[src/rtl/ps2_key_receiver_if.sv]
// rtl/ps2_key_receiver_if.sv - PS/2 pin inputs and decoded key outputs of the keyboard receiver
interface ps2_key_receiver_if;
    logic       ps2_clk;
    logic       ps2_data;
    logic [7:0] o_scancode;
    logic       o_code_valid;
    logic       o_frame_err;
    logic       o_jump;
    logic       o_duck;

    // Keyboard side: drives the pins, observes the decoded outputs.
    modport master (
        output ps2_clk,
        output ps2_data,
        input  o_scancode,
        input  o_code_valid,
        input  o_frame_err,
        input  o_jump,
        input  o_duck
    );

    // Receiver side.
    modport slave (
        input  ps2_clk,
        input  ps2_data,
        output o_scancode,
        output o_code_valid,
        output o_frame_err,
        output o_jump,
        output o_duck
    );
endinterface

[src/rtl/ps2_key_receiver.sv]
// rtl/ps2_key_receiver.sv - PS/2 keyboard deframer and scan-code set 2 jump/duck decoder
module ps2_key_receiver #(
    parameter int         FILT_LEN    = 8,      // must be >= 2
    parameter int         TIMEOUT_CYC = 20000,
    parameter logic [7:0] JUMP_CODE   = 8'h29,
    parameter logic [7:0] DUCK_CODE   = 8'h1B
) (
    input  logic              i_clk,
    input  logic              rst_n,
    ps2_key_receiver_if.slave bus
);
    localparam int              FC_W    = $clog2(FILT_LEN);
    localparam logic [FC_W-1:0] FC_LAST = FC_W'(FILT_LEN - 1);
    localparam int              WD_W    = $clog2(TIMEOUT_CYC + 1);
    localparam logic [WD_W-1:0] WD_LAST = WD_W'(TIMEOUT_CYC - 1);

    localparam logic [7:0] CODE_EXT = 8'hE0;
    localparam logic [7:0] CODE_BRK = 8'hF0;
    localparam logic [7:0] EXT_JUMP = 8'h75;
    localparam logic [7:0] EXT_DUCK = 8'h72;

    typedef enum logic [1:0] {
        S_IDLE   = 2'd0,
        S_DATA   = 2'd1,
        S_PARITY = 2'd2,
        S_STOP   = 2'd3
    } state_t;

    logic            clk_s1_q, clk_s2_q;
    logic            dat_s1_q, dat_s2_q;
    logic [FC_W-1:0] filt_cnt_q;
    logic            filt_clk_q;
    logic            filt_prev_q;

    state_t          state_q;
    logic [2:0]      bit_cnt_q;
    logic [7:0]      shift_q;
    logic            parity_q;
    logic [WD_W-1:0] wd_cnt_q;
    logic            ext_q;
    logic            brk_q;

    logic [7:0]      scancode_q;
    logic            code_valid_q;
    logic            frame_err_q;
    logic            jump_q;
    logic            duck_q;

    logic            strobe;
    logic            frame_ok_d;
    logic            is_jump_d;
    logic            is_duck_d;
    logic            wd_expired_d;

    assign strobe       = filt_prev_q & ~filt_clk_q;
    // Odd parity: data bits plus parity bit carry an odd number of ones.
    assign frame_ok_d   = dat_s2_q & (^{shift_q, parity_q});
    assign is_jump_d    = ext_q ? (shift_q == EXT_JUMP) : (shift_q == JUMP_CODE);
    assign is_duck_d    = ext_q ? (shift_q == EXT_DUCK) : (shift_q == DUCK_CODE);
    assign wd_expired_d = (state_q != S_IDLE) && (wd_cnt_q == WD_LAST);

    assign bus.o_scancode   = scancode_q;
    assign bus.o_code_valid = code_valid_q;
    assign bus.o_frame_err  = frame_err_q;
    assign bus.o_jump       = jump_q;
    assign bus.o_duck       = duck_q;

    // Two-flop synchronisers for both asynchronous pins; idle level is high.
    always_ff @(posedge i_clk or negedge rst_n) begin
        if (!rst_n) begin
            clk_s1_q <= 1'b1;
            clk_s2_q <= 1'b1;
            dat_s1_q <= 1'b1;
            dat_s2_q <= 1'b1;
        end else begin
            clk_s1_q <= bus.ps2_clk;
            clk_s2_q <= clk_s1_q;
            dat_s1_q <= bus.ps2_data;
            dat_s2_q <= dat_s1_q;
        end
    end

    // Glitch filter: the filtered clock follows only after FILT_LEN consecutive new-level samples.
    always_ff @(posedge i_clk or negedge rst_n) begin
        if (!rst_n) begin
            filt_cnt_q  <= '0;
            filt_clk_q  <= 1'b1;
            filt_prev_q <= 1'b1;
        end else begin
            filt_prev_q <= filt_clk_q;
            if (clk_s2_q == filt_clk_q) begin
                filt_cnt_q <= '0;
            end else if (filt_cnt_q == FC_LAST) begin
                filt_clk_q <= clk_s2_q;
                filt_cnt_q <= '0;
            end else begin
                filt_cnt_q <= filt_cnt_q + FC_W'(1);
            end
        end
    end

    // Frame FSM, watchdog and make/break decoder with registered outputs.
    always_ff @(posedge i_clk or negedge rst_n) begin
        if (!rst_n) begin
            state_q      <= S_IDLE;
            bit_cnt_q    <= '0;
            shift_q      <= '0;
            parity_q     <= 1'b0;
            wd_cnt_q     <= '0;
            ext_q        <= 1'b0;
            brk_q        <= 1'b0;
            scancode_q   <= '0;
            code_valid_q <= 1'b0;
            frame_err_q  <= 1'b0;
            jump_q       <= 1'b0;
            duck_q       <= 1'b0;
        end else begin
            code_valid_q <= 1'b0;
            frame_err_q  <= 1'b0;

            if (strobe) begin
                wd_cnt_q <= '0;
            end else if (state_q != S_IDLE) begin
                wd_cnt_q <= wd_cnt_q + WD_W'(1);
            end

            if (!strobe && wd_expired_d) begin
                // Keyboard stopped clocking mid-frame: drop the frame and any prefix.
                state_q     <= S_IDLE;
                wd_cnt_q    <= '0;
                frame_err_q <= 1'b1;
                ext_q       <= 1'b0;
                brk_q       <= 1'b0;
            end else if (strobe) begin
                case (state_q)
                    S_IDLE: begin
                        if (!dat_s2_q) begin
                            state_q   <= S_DATA;
                            bit_cnt_q <= '0;
                        end
                    end
                    S_DATA: begin
                        shift_q <= {dat_s2_q, shift_q[7:1]};
                        if (bit_cnt_q == 3'd7) begin
                            state_q <= S_PARITY;
                        end
                        bit_cnt_q <= bit_cnt_q + 3'd1;
                    end
                    S_PARITY: begin
                        parity_q <= dat_s2_q;
                        state_q  <= S_STOP;
                    end
                    S_STOP: begin
                        state_q <= S_IDLE;
                        if (frame_ok_d) begin
                            scancode_q   <= shift_q;
                            code_valid_q <= 1'b1;
                            if (shift_q == CODE_EXT) begin
                                ext_q <= 1'b1;
                            end else if (shift_q == CODE_BRK) begin
                                brk_q <= 1'b1;
                            end else begin
                                if (is_jump_d) begin
                                    jump_q <= ~brk_q;
                                end
                                if (is_duck_d) begin
                                    duck_q <= ~brk_q;
                                end
                                ext_q <= 1'b0;
                                brk_q <= 1'b0;
                            end
                        end else begin
                            frame_err_q <= 1'b1;
                            ext_q       <= 1'b0;
                            brk_q       <= 1'b0;
                        end
                    end
                    default: state_q <= S_IDLE;
                endcase
            end
        end
    end
endmodule
[src/flat_wrapper.sv]
// flat-port wrapper written by rule: the top's interface ports become plain ports
module ps2_key_receiver_flat 
#(
    parameter int         FILT_LEN    = 8,                     
    parameter int         TIMEOUT_CYC = 20000,
    parameter logic [7:0] JUMP_CODE   = 8'h29,
    parameter logic [7:0] DUCK_CODE   = 8'h1B
)
  (i_clk, rst_n, bus_ps2_clk, bus_ps2_data, bus_o_scancode, bus_o_code_valid, bus_o_frame_err, bus_o_jump, bus_o_duck);
  ps2_key_receiver_if bus_i ();
  input  logic i_clk;
  input  logic rst_n;
  input wire logic [$bits(bus_i.ps2_clk)-1:0] bus_ps2_clk;
  input wire logic [$bits(bus_i.ps2_data)-1:0] bus_ps2_data;
  output wire logic [$bits(bus_i.o_scancode)-1:0] bus_o_scancode;
  output wire logic [$bits(bus_i.o_code_valid)-1:0] bus_o_code_valid;
  output wire logic [$bits(bus_i.o_frame_err)-1:0] bus_o_frame_err;
  output wire logic [$bits(bus_i.o_jump)-1:0] bus_o_jump;
  output wire logic [$bits(bus_i.o_duck)-1:0] bus_o_duck;
  assign bus_i.ps2_clk = bus_ps2_clk;
  assign bus_i.ps2_data = bus_ps2_data;
  assign bus_o_scancode = bus_i.o_scancode;
  assign bus_o_code_valid = bus_i.o_code_valid;
  assign bus_o_frame_err = bus_i.o_frame_err;
  assign bus_o_jump = bus_i.o_jump;
  assign bus_o_duck = bus_i.o_duck;
  ps2_key_receiver #(.FILT_LEN(FILT_LEN), .TIMEOUT_CYC(TIMEOUT_CYC), .JUMP_CODE(JUMP_CODE), .DUCK_CODE(DUCK_CODE)) u_core (.i_clk(i_clk), .rst_n(rst_n), .bus(bus_i));
endmodule
[config.mk]
export PLATFORM = sky130hd
export DESIGN_NAME = ps2_key_receiver_flat
export DESIGN_NICKNAME = d
export VERILOG_FILES = /design/src/rtl/ps2_key_receiver_if.sv /design/src/rtl/ps2_key_receiver.sv /design/src/flat_wrapper.sv
export SDC_FILE = /design/constraint.sdc
export NUM_CORES = 1
export LEC_CHECK = 0
export ABC_AREA = 1
export CAP_MARGIN = 10
export CORE_AREA = 2 2 78 80
export CTS_CLUSTER_DIAMETER = 150
export DETAILED_ROUTE_END_ITERATION = 10
export DIE_AREA = 0 0 80 82
export PLACE_DENSITY = 0.79
export SYNTH_ARGS = -nofsm -noshare
export SYNTH_HDL_FRONTEND = slang
export SYNTH_SLANG_ARGS = --single-unit
[constraint.sdc]
create_clock -name i_clk -period 1.75 [get_ports i_clk]
set_input_delay 0.175 -clock i_clk [delete_from_list [all_inputs] [get_ports i_clk]]
set_output_delay 0.175 -clock i_clk [all_outputs]
set_load 0.02 [all_outputs]
# ---- Word-level counts from Yosys, hierarchy flattened
# Index checks and enable logic that the tools add are counted.
dict set report totals {
  word_cells 102
  ff_bits 52
}
dict set report op_classes {
  bitwise 8
  n_eq_ne 18
  add_sub_neg 3
  muxes 34
  reduce_logical 20
}
# cell n
set op_table {}
lappend op_table {{15-bit two-way mux} 3}
lappend op_table {{1-bit two-way mux} 22}
lappend op_table {{8-bit by 7-bit == test with 1-bit output (second input constant)} 2}
lappend op_table {{8-bit == test (second input constant)} 2}
lappend op_table {{15-bit by 1-bit adder with 15-bit output (second input constant)} 1}
lappend op_table {{15-bit == test (second input constant)} 1}
lappend op_table {{3-bit AND reduction} 5}
lappend op_table {{7-bit AND reduction} 2}
lappend op_table {{3-bit two-way mux} 3}
lappend op_table {{9-bit XOR reduction} 1}
lappend op_table {{8-bit by 5-bit == test with 1-bit output (second input constant)} 1}
lappend op_table {{8-bit by 6-bit == test with 1-bit output (second input constant)} 1}
lappend op_table {{2-bit two-way mux} 4}
lappend op_table {{2-bit one-hot mux with 4 select lines} 1}
lappend op_table {{4-bit AND reduction} 2}
lappend op_table {{2-bit nonzero test} 4}
lappend op_table {{3-bit by 1-bit adder with 3-bit output (second input constant)} 2}
lappend op_table {{3-bit == test (second input constant)} 2}
lappend op_table {{3-bit != test (second input constant)} 2}
lappend op_table {{1-bit NOT} 6}
lappend op_table {{3-bit one-hot mux with 2 select lines} 1}
lappend op_table {{2-bit == test (second input constant)} 2}
lappend op_table {{4-bit != test (second input constant)} 1}
lappend op_table {{3-bit by 1-bit != test with 1-bit output (second input constant)} 1}
lappend op_table {{other kinds (9)} 11}

# ---- Logic depth before layout (Yosys ltp)
# Gate-level depths: netlist of the first run.
dict set report logic_depth {
  ltp_word 7
  depth_mapped 15
  depth_no_buf 14
}

# ---- Worst setup path before layout of the first run
# Ideal clock, no wire load.
dict set report synth_path {
  path_type {register to register}
  start {register u_core.state_q[0]}
  end {register u_core.wd_cnt_q[14]}
  path_slack_ns 0.093
  t_arrival_ns 1.537
  period_less_slack_ns 1.657
  setup_ns 0.120
  stages_incl_launch_ff 11
  required_ns 1.630
  path_cell_list {dfrtp_1 -> inv_1 -> ha_1 -> nand2_2 -> inv_1 -> nor3_2 -> nand2_1 -> nor3_1 -> nand3_1 -> nand2_1 -> a21oi_1}
}
dict set report synth_between {
  elab_chain_cells 4
}
# element line
set synth_lines {}
lappend synth_lines {{from (decl)} ps2_key_receiver.sv:35} ;# state_t state_q;
lappend synth_lines {{from (signal assigned)} ps2_key_receiver.sv:105} ;# state_q <= S_IDLE;
lappend synth_lines {{from (signal assigned)} ps2_key_receiver.sv:129} ;# state_q <= S_IDLE;
lappend synth_lines {{from (signal assigned)} ps2_key_receiver.sv:138} ;# state_q <= S_DATA;
lappend synth_lines {{2-bit nonzero test (*)} {ps2_key_receiver.sv:60, ps2_key_receiver.sv:123}}
lappend synth_lines {{1-bit logical AND} ps2_key_receiver.sv:60} ;# assign wd_expired_d = (state_q != S_IDLE) && (wd_cnt_q == WD_LAST);
lappend synth_lines {{1-bit logical AND} ps2_key_receiver.sv:127} ;# if (!strobe && wd_expired_d) begin
lappend synth_lines {{3-bit nonzero test (no line) or 15-bit two-way mux (tied branches)} --}
lappend synth_lines {{to (signal assigned)} ps2_key_receiver.sv:124} ;# wd_cnt_q <= wd_cnt_q + WD_W'(1);
lappend synth_lines {{to (decl)} ps2_key_receiver.sv:39} ;# logic [WD_W-1:0] wd_cnt_q;
# Every way passes the cells marked *; elsewhere a longest branch is shown, timed or not.
# A chain may end at the register's enable or synchronous reset.

# ---- Final worst setup path of the first run
dict set report layout_path {
  start {register u_core.shift_q[2]}
  end {register u_core.scancode_q[3] (netlist: u_core.bus.o_scancode[3])}
}
dict set report layout_between {
  elab_chain_cells 3
}
# element line
set layout_lines {}
lappend layout_lines {{from (decl)} ps2_key_receiver.sv:37} ;# logic [7:0] shift_q;
lappend layout_lines {{from (signal assigned)} ps2_key_receiver.sv:143} ;# shift_q <= {dat_s2_q, shift_q[7:1]};
lappend layout_lines {{9-bit XOR reduction} ps2_key_receiver.sv:57} ;# assign frame_ok_d = dat_s2_q & (^{shift_q, parity_q});
lappend layout_lines {{1-bit AND} ps2_key_receiver.sv:57}
lappend layout_lines {{4-bit AND reduction (no line)} --}
lappend layout_lines {{to (signal assigned)} ps2_key_receiver.sv:156} ;# scancode_q <= shift_q;
lappend layout_lines {{to (decl)} ps2_key_receiver.sv:43} ;# logic [7:0] scancode_q;
# No other way between the ends.

==> summary.txt, run 1 <==
Outcome
  – Status: complete, no violations

Clock tree
  – H-tree depth: 2
  – Worst-Skew Late Latency: 0.32 ns
  – Clk buf depth: 2
  – CTS buffer count: 5
  – CTS tree: yes
  – Root Buffer Master: clkbuf_8
  – Clock Pin Slew Worst Setup and Hold Paths: 0.11 ns
  – Clk sinks: between 50 and 60

Synth
  – Synth area leader: dfrtp_1
  – Top cell type's share of synthesized area: 0.413
  – Yosys reg bits: between 50 and 60
  – Synthesized Nets: between 300 and 400
  – Adder-Cell Fraction of Synth Area: 0.0449
  – Syn Area/Cell: between 7 and 8 sq um
  – Synth Area in Simple Gates: 0.287
  – Multiplexer area fraction after synthesis: 0
  – Cell variety after synth: 35
  – Compound-cell area share of the yosys netlist: 0.101
  – Post-Syn Area: 2790 sq um
  – Synth area leaders: dfrtp_1 (41%), nand2_1 (12%), inv_1 (6.7%)
  – Asr flop ratio synth: 1.00
  – Largest family of logic cells by synthesized area: simple AND/OR/NAND/NOR gates
  – Post-synth EDFFs: 0
  – Synth Instances: 351
  – Xor and xnor area share after synthesis: 0.0126
  – Primary FF master, synth: dfrtp_1
  – Post-synthesis sequential area ratio: 0.469
  – Yosys warning count: 0

Critical path
  – Setup crit end kind: flop
  – WS Path Type: reg -> reg
  – Critical Path AT: 1.89 ns
  – Worst EP required: 2.00 ns
  – Critical path fanouts, max: 8
  – CP Launch Type: flop

Worst hold path
  – Hold Crit Class: in -> reg

Timing
  – Worst setup margin: 0.109 ns
  – Max Slew Vio Count: 0
  – Final Hold Fails: 0
  – Fmax: 609 MHz
  – # setup viols final: 0
  – Worst Tran Pin Value: approximately 0.43 ns
  – Rel. slew slack: 0.708
  – Tmin final: 1.64 ns
  – Max Clock Skew: 0.0139 ns
  – Final critical-path share of the clock period: 0.938

Place
  – Routability congestion estimate: 0.843
  – Port Buffers: 15
  – Post-Place Worst Slack: -0.00110 ns
  – HPWL Detailed: around 4.1 mm

Global routing
  – Initial antenna violation count: 0
  – Largest net degree at the start of global routing: 53
  – First-pass GRT wire length: 9.78 mm
  – GR Overflow Total: 0
  – Tot GR Track Use: 0.187
  – Number of global-route vias before repair: about 2300

Drt
  – Post-DRT Antenna Nets: 0
  – Initial DRC count: about 180
  – Vias/cell: 5.21
  – Drt pass-1 iters: 4
  – Remaining DRCs: 0
  – Routed len/inst: 12.4 microns
  – Via count: around 2500
  – Final wirelength: 5.89 mm

Floorplanning
  – Die Y: about 82 microns
  – IO Pins: 16
  – Die W: roughly 80 microns
  – Core box area: 5750 sq um
  – Rows: 28
  – Die area: 6560 sq um
  – Starting Density: 0.485

Finish
  – Number of diodes: 0
  – Multi-input gate area: 1430 sq um
  – FF+latch area: 1310 sq um
  – Final nets: 412
  – Layout cells sized above 1: 0.243
  – # fillers: 504
  – Synthesis-to-finish area growth: 26.1%

Pwr
  – Max VDD drop: 0.753 mV
  – Static Leak: 1.69 nW
  – PwrDens: 1020 nW/um^2
  – Tot Pwr: between 0.003 and 0.004 W

Flow run
  – Number of max-cap violations: 0
[worst max-delay path: stages, from the launching register on]
cell,delay (ns)
dfrtp_1,0.51
xor2_1,0.23
nand2_2,0.11
nand2_1,0.06
nand2_2,0.07
nand2_2,0.06
nor2_4,0.14
buf_12,0.14
nand2_4,0.10
o21ai_2,0.15
[repair_timing]
action / CTS / global route
endpoints found under the hold margin: 46 / 0
gates cloned: 0 / 2
pin swaps: 1 / 14
hold buffers: 1 / 0
gates resized for setup: 1 / 47
setup buffers: 1 / 6
endpoints found under the setup margin: 1 / 28
[where the power goes]
group / internal [W] / switching, W / total (W) / leakage [nW]
Clock: 0.000292 / 0.000437 / 0.000729 / 0.0487
Sequential: 0.00138 / 0.000154 / 0.00153 / 0.685
Combinational: 0.000551 / 0.000779 / 0.00133 / 0.957
Total: 0.00222 / 0.00137 / 0.00359 / 1.69
[per-stage QoR]
stage	utilization	instances	hold WS (ns)	TNS, ns	area, sq um
floorplan	-	351	-0.121	0	2790
global placement	0.549	456	0.187	0	3150
detailed placement	0.549	456	0.195	-0.00110	3150
CTS	0.569	466	0.245	0	3270
global route	0.612	474	0.245	-0.0816	3520
finish	0.612	474	0.248	0	3520
[worst paths after layout]
check | startpoint | slack (ns) | to | depth (start not counted)
setup / recovery | u_core.shift_q[2] | 0.11 | u_core.bus.o_scancode[3] | 9
hold / removal | bus_ps2_clk | 0.25 | u_core.clk_s1_q | 1
setup reg to reg | u_core.shift_q[2] | 0.11 | u_core.bus.o_scancode[3] | 9
hold reg to reg | u_core.dat_s1_q | 0.36 | u_core.dat_s2_q | 0
max in group asynchronous | rst_n | 1.08 | u_core.dat_s1_q | 3
min in group asynchronous | rst_n | 0.37 | u_core.filt_cnt_q[0] | 3
[cell usage after synthesis (2+ instances only)]
cell / n
xor2_1: 2
a31oi_1: 2
ha_1: 10
nand2_2: 4
a211oi_1: 2
o21ai_2: 7
dfrtp_1: 46
dfstp_2: 6
nor3_1: 8
nand4_1: 9
nand3_1: 30
nor2_1: 29
nand2_1: 91
nor3b_1: 2
xnor2_1: 2
a21oi_1: 8
inv_1: 50
o21ai_0: 25
buf_6: 2
[placed cells by master (no fill, tap or decap), types with 4 or more instances in the layout]
cell and n:
nand2_1 83, inv_1 45, dfrtp_1 42, nand3_1 25, buf_4 25, o21ai_0 24
nor2_1 23, clkdlybuf4s50_1 14, nand2_2 10, nand4_1 9, a21oi_1 8, o21ai_2 7
ha_1 7, inv_2 6, nor3_1 6, nor2_4 6, dfstp_2 6, nand3_2 5
clkbuf_8 5, nand2_4 4, dfrtp_2 4
[per-layer routing]
metal  vias up  global-route usage  part of all wire  wire (microns)
met4         0              0.0763             0.020             117
met3        16              0.0407             0.044             260
li1       1228                   -                 -               -
met1      1164               0.227              0.44            2600
met5         -                   0                 0               0
met2        60               0.324              0.49            2910
[cell type report]
cell class                 count  share of cell area
timing repair buffer          43               0.109
sequential                    52               0.374
clock buffer                   5              0.0196
inverter                      52              0.0562
tap                           75              0.0267
clock inverter                 3             0.00747
multi-input combinational    244               0.407
[flip-flops by register name (all words and copies together) (netlist names)]
name and flops:
u_core.state_q 2, u_core.bus.o_jump 1, u_core.filt_prev_q 1, u_core.shift_q 8, u_core.bit_cnt_q 3, u_core.ext_q 1, u_core.clk_s1_q 1, u_core.wd_cnt_q 15
u_core.filt_cnt_q 3, u_core.bus.o_frame_err 1, u_core.dat_s2_q 1, u_core.bus.o_duck 1, u_core.brk_q 1, u_core.filt_clk_q 1, u_core.bus.o_code_valid 1, u_core.bus.o_scancode 8
u_core.parity_q 1, u_core.dat_s1_q 1, u_core.clk_s2_q 1
[cells by family after synthesis]
kind of cell    after synthesis
buf+inv                      57
compound gates               48
simple gates                180
flops                        52
xor+xnor                      4
fa+ha+maj                    10
(Power assumes the default switching activity.)
==> inputs of run 2 (changes only) <==
--- a/config.mk
+++ b/config.mk
@@ -12,6 +12,7 @@
 export DETAILED_ROUTE_END_ITERATION = 10
 export DIE_AREA = 0 0 80 82
 export PLACE_DENSITY = 0.79
+export SKIP_CTS_REPAIR_TIMING = 1
 export SYNTH_ARGS = -nofsm -noshare
 export SYNTH_HDL_FRONTEND = slang
 export SYNTH_SLANG_ARGS = --single-unit
==> run 2 against run 1 <==
  * Combinational power barely moved
  * Sequential cell count unchanged
  * Critical endpoint is now u_core.wd_cnt_q[13]
  * Sequential power barely moved
  * Cell area shrank 0.14%
==> summary.txt, run 2 (synthesized netlist as in run 1, its figures left out) <==
Finish
  – Synthesis-to-finish area growth: 25.9% (was 26.1%)
  – Layout cells sized above 1: 0.243 (unchanged)
  – Most frequent cells in the layout: nand2_1 (83), inv_1 (45), dfrtp_1 (42) (unchanged)
  – Commonest non-fill, non-tap cell in the layout: nand2_1 (unchanged)
  – Core Util, Final: 0.611 (was 0.612)
  – Layout Cells excl Fill: 474 (unchanged)
  – Number of diodes: 0 (unchanged)
  – Largest Register: u_core.wd_cnt_q (unchanged)
  – Max reg flops: 15 (unchanged)
  – Final nets: 412 (unchanged)

Floorplanning
  – Die W: 80 microns (unchanged)
  – Die Y: 82 microns (unchanged)
  – Starting Density: 0.485 (unchanged)
  – Core box area: 5750 sq um (unchanged)
  – Rows: 28 (unchanged)
  – IO Pins: 16 (unchanged)
  – Die area: 6560 sq um (unchanged)

Worst hold path
  – Hold path start: bus_ps2_clk (unchanged)
  – Hold Crit Class: in -> reg (unchanged)

Global routing
  – Largest net degree at the start of global routing: 53 (unchanged)
  – Tot GR Track Use: 0.187 (about the same)
  – Number of global-route vias before repair: 2335 (was 2326)
  – First-pass GRT wire length: 9.77 mm (was 9.78 mm)
  – GR Overflow Total: 0 (unchanged)
  – Initial antenna violation count: 0 (unchanged)

Critical path
  – Critical Path AT: 1.92 ns (was 1.89 ns)
  – Sequence of cells on the critical path: nand2_4 > nand2_4 > nand2_2 > nor2_2 > nand2_2 > nor3b_4 > nand2_1 > nand2_1 > inv_1 > nor2_1 (was xor2_1 > nand2_2 > nand2_1 > nand2_2 > nand2_2 > nor2_4 > buf_12 > nand2_4 > o21ai_2)
  – Worst EP required: 2.00 ns (about the same)
  – CP startpoint: u_core.filt_prev_q (was u_core.shift_q[2])
  – CP max-delay cell: dfstp_2 (was dfrtp_1)
  – Setup crit end kind: flop (unchanged)
  – WS Path Type: reg -> reg (unchanged)
  – CP Launch Type: flop (unchanged)
  – Crit-path max cell delay: 0.56 ns (was 0.51 ns)
  – Critical path fanouts, max: 5 (was 8)
  – Critical R2R Launch: u_core.filt_prev_q (was u_core.shift_q[2])

Timing
  – Rel. slew slack: 0.709 (was 0.708)
  – Worst setup margin: 0.0845 ns (was 0.109 ns)
  – Hold slack: 0.251 ns (was 0.248 ns)
  – Unrepaired setup endpoints after global routing: true
  – Max Clock Skew: 0.0132 ns (was 0.0139 ns)
  – Final Hold Fails: 0 (unchanged)
  – Worst Tran Pin Value: 0.432 ns (was 0.433 ns)
  – Fmax: 600 MHz (was 609 MHz)
  – # setup viols final: 0 (unchanged)
  – Tmin final: 1.67 ns (was 1.64 ns)
  – Max Slew Vio Count: 0 (unchanged)
  – Final critical-path share of the clock period: 0.952 (was 0.938)
  – TNS Setup: 0 ns (unchanged)

Place
  – Placed Cells: 456 (unchanged)
  – HPWL Detailed: 4.09 mm (unchanged)
  – Routability congestion estimate: 0.843 (unchanged)
  – Post-Place Worst Slack: -0.00110 ns (unchanged)
  – Port Buffers: 15 (unchanged)

Drt
  – Post-DRT Antenna Nets: 0 (unchanged)
  – Final wirelength: 5.88 mm (was 5.89 mm)
  – Vias/cell: 5.17 (was 5.21)
  – Remaining DRCs: 0 (unchanged)
  – Via count: 2452 (was 2468)
  – Routed len/inst: 12.4 microns (about the same)
  – Drt pass-1 iters: 4 (unchanged)
  – Initial DRC count: 208 (was 181)

Clock tree
  – Worst-Skew Late Latency: 0.31 ns (was 0.32 ns)
  – Root Buffer Master: clkbuf_8 (unchanged)
  – H-tree depth: 2 (unchanged)
  – Clock Pin Slew Worst Setup and Hold Paths: 0.10 ns (was 0.11 ns)
  – Clk buf depth: 2 (unchanged)
  – CTS buffer count: 5 (unchanged)
  – CTS tree: yes (unchanged)
  – Clk sinks: 52 (unchanged)

Outcome
  – Status: complete, no violations (unchanged)

Flow run
  – Number of max-cap violations: 0 (unchanged)

Pwr
  – PwrDens: 1020 nW/um^2 (about the same)
  – Static Leak: 1.69 nW (about the same)
  – Max VDD drop: 0.758 mV (was 0.753 mV)
==> run 2: changes by cell type in the layout (fill, tap and decap cells not counted) <==
cell / change
nor2_2: +1
nor2_4: -1
==> run 2: critical path: cells and delay by family, from the launching register on <==
kind	cells	cell delay, ns
buffers and inverters	1	0.03
flip-flops	1	0.56
AND/OR/NAND/NOR	9	1.02
==> run 2: cell type report <==
cell class / count / area, sq um
clock buffers: 5 / 68.8
clock inverters: 3 / 26.3
fillers: 504 / 2230
inverters: 52 / 198
multi-input cells: 244 / 1430
flip-flops and latches: 52 / 1310
well taps: 75 / 93.8
repair buffers: 43 / 383
==> run 2: final timing paths <==
path | depth (start not counted) | to | slack [ns]
setup / recovery | 10 | u_core.wd_cnt_q[13] | 0.08
hold / removal | 1 | u_core.clk_s1_q | 0.25
setup reg to reg | 10 | u_core.wd_cnt_q[13] | 0.08
hold reg to reg | 0 | u_core.dat_s2_q | 0.36
max in group asynchronous | 3 | u_core.dat_s1_q | 1.08
min in group asynchronous | 3 | u_core.wd_cnt_q[10] | 0.37
==> run 2: per-stage QoR <==
step	cell area (sq um)	power [W]
detailed placement	3150	0.00258
CTS	3250	0.00332
global route	3510	0.00386
floorplan	2790	0.00223
global placement	3150	0.00254
finish	3510	0.00359
==> run 2: report_power, final <==
part / internal (W) / switching, W / leakage, nW
clock: 0.000293 / 0.000436 / 0.0487
sequential: 0.00138 / 0.000154 / 0.685
combinational: 0.000551 / 0.000779 / 0.957
==> run 2: layer usage <==
metal	GRT usage	routed length, microns	vias to the layer above
met5	0	0	-
met2	0.324	2940	59
met1	0.226	2590	1150
li1	-	-	1231
met4	0.0763	84	0
met3	0.0407	261	12
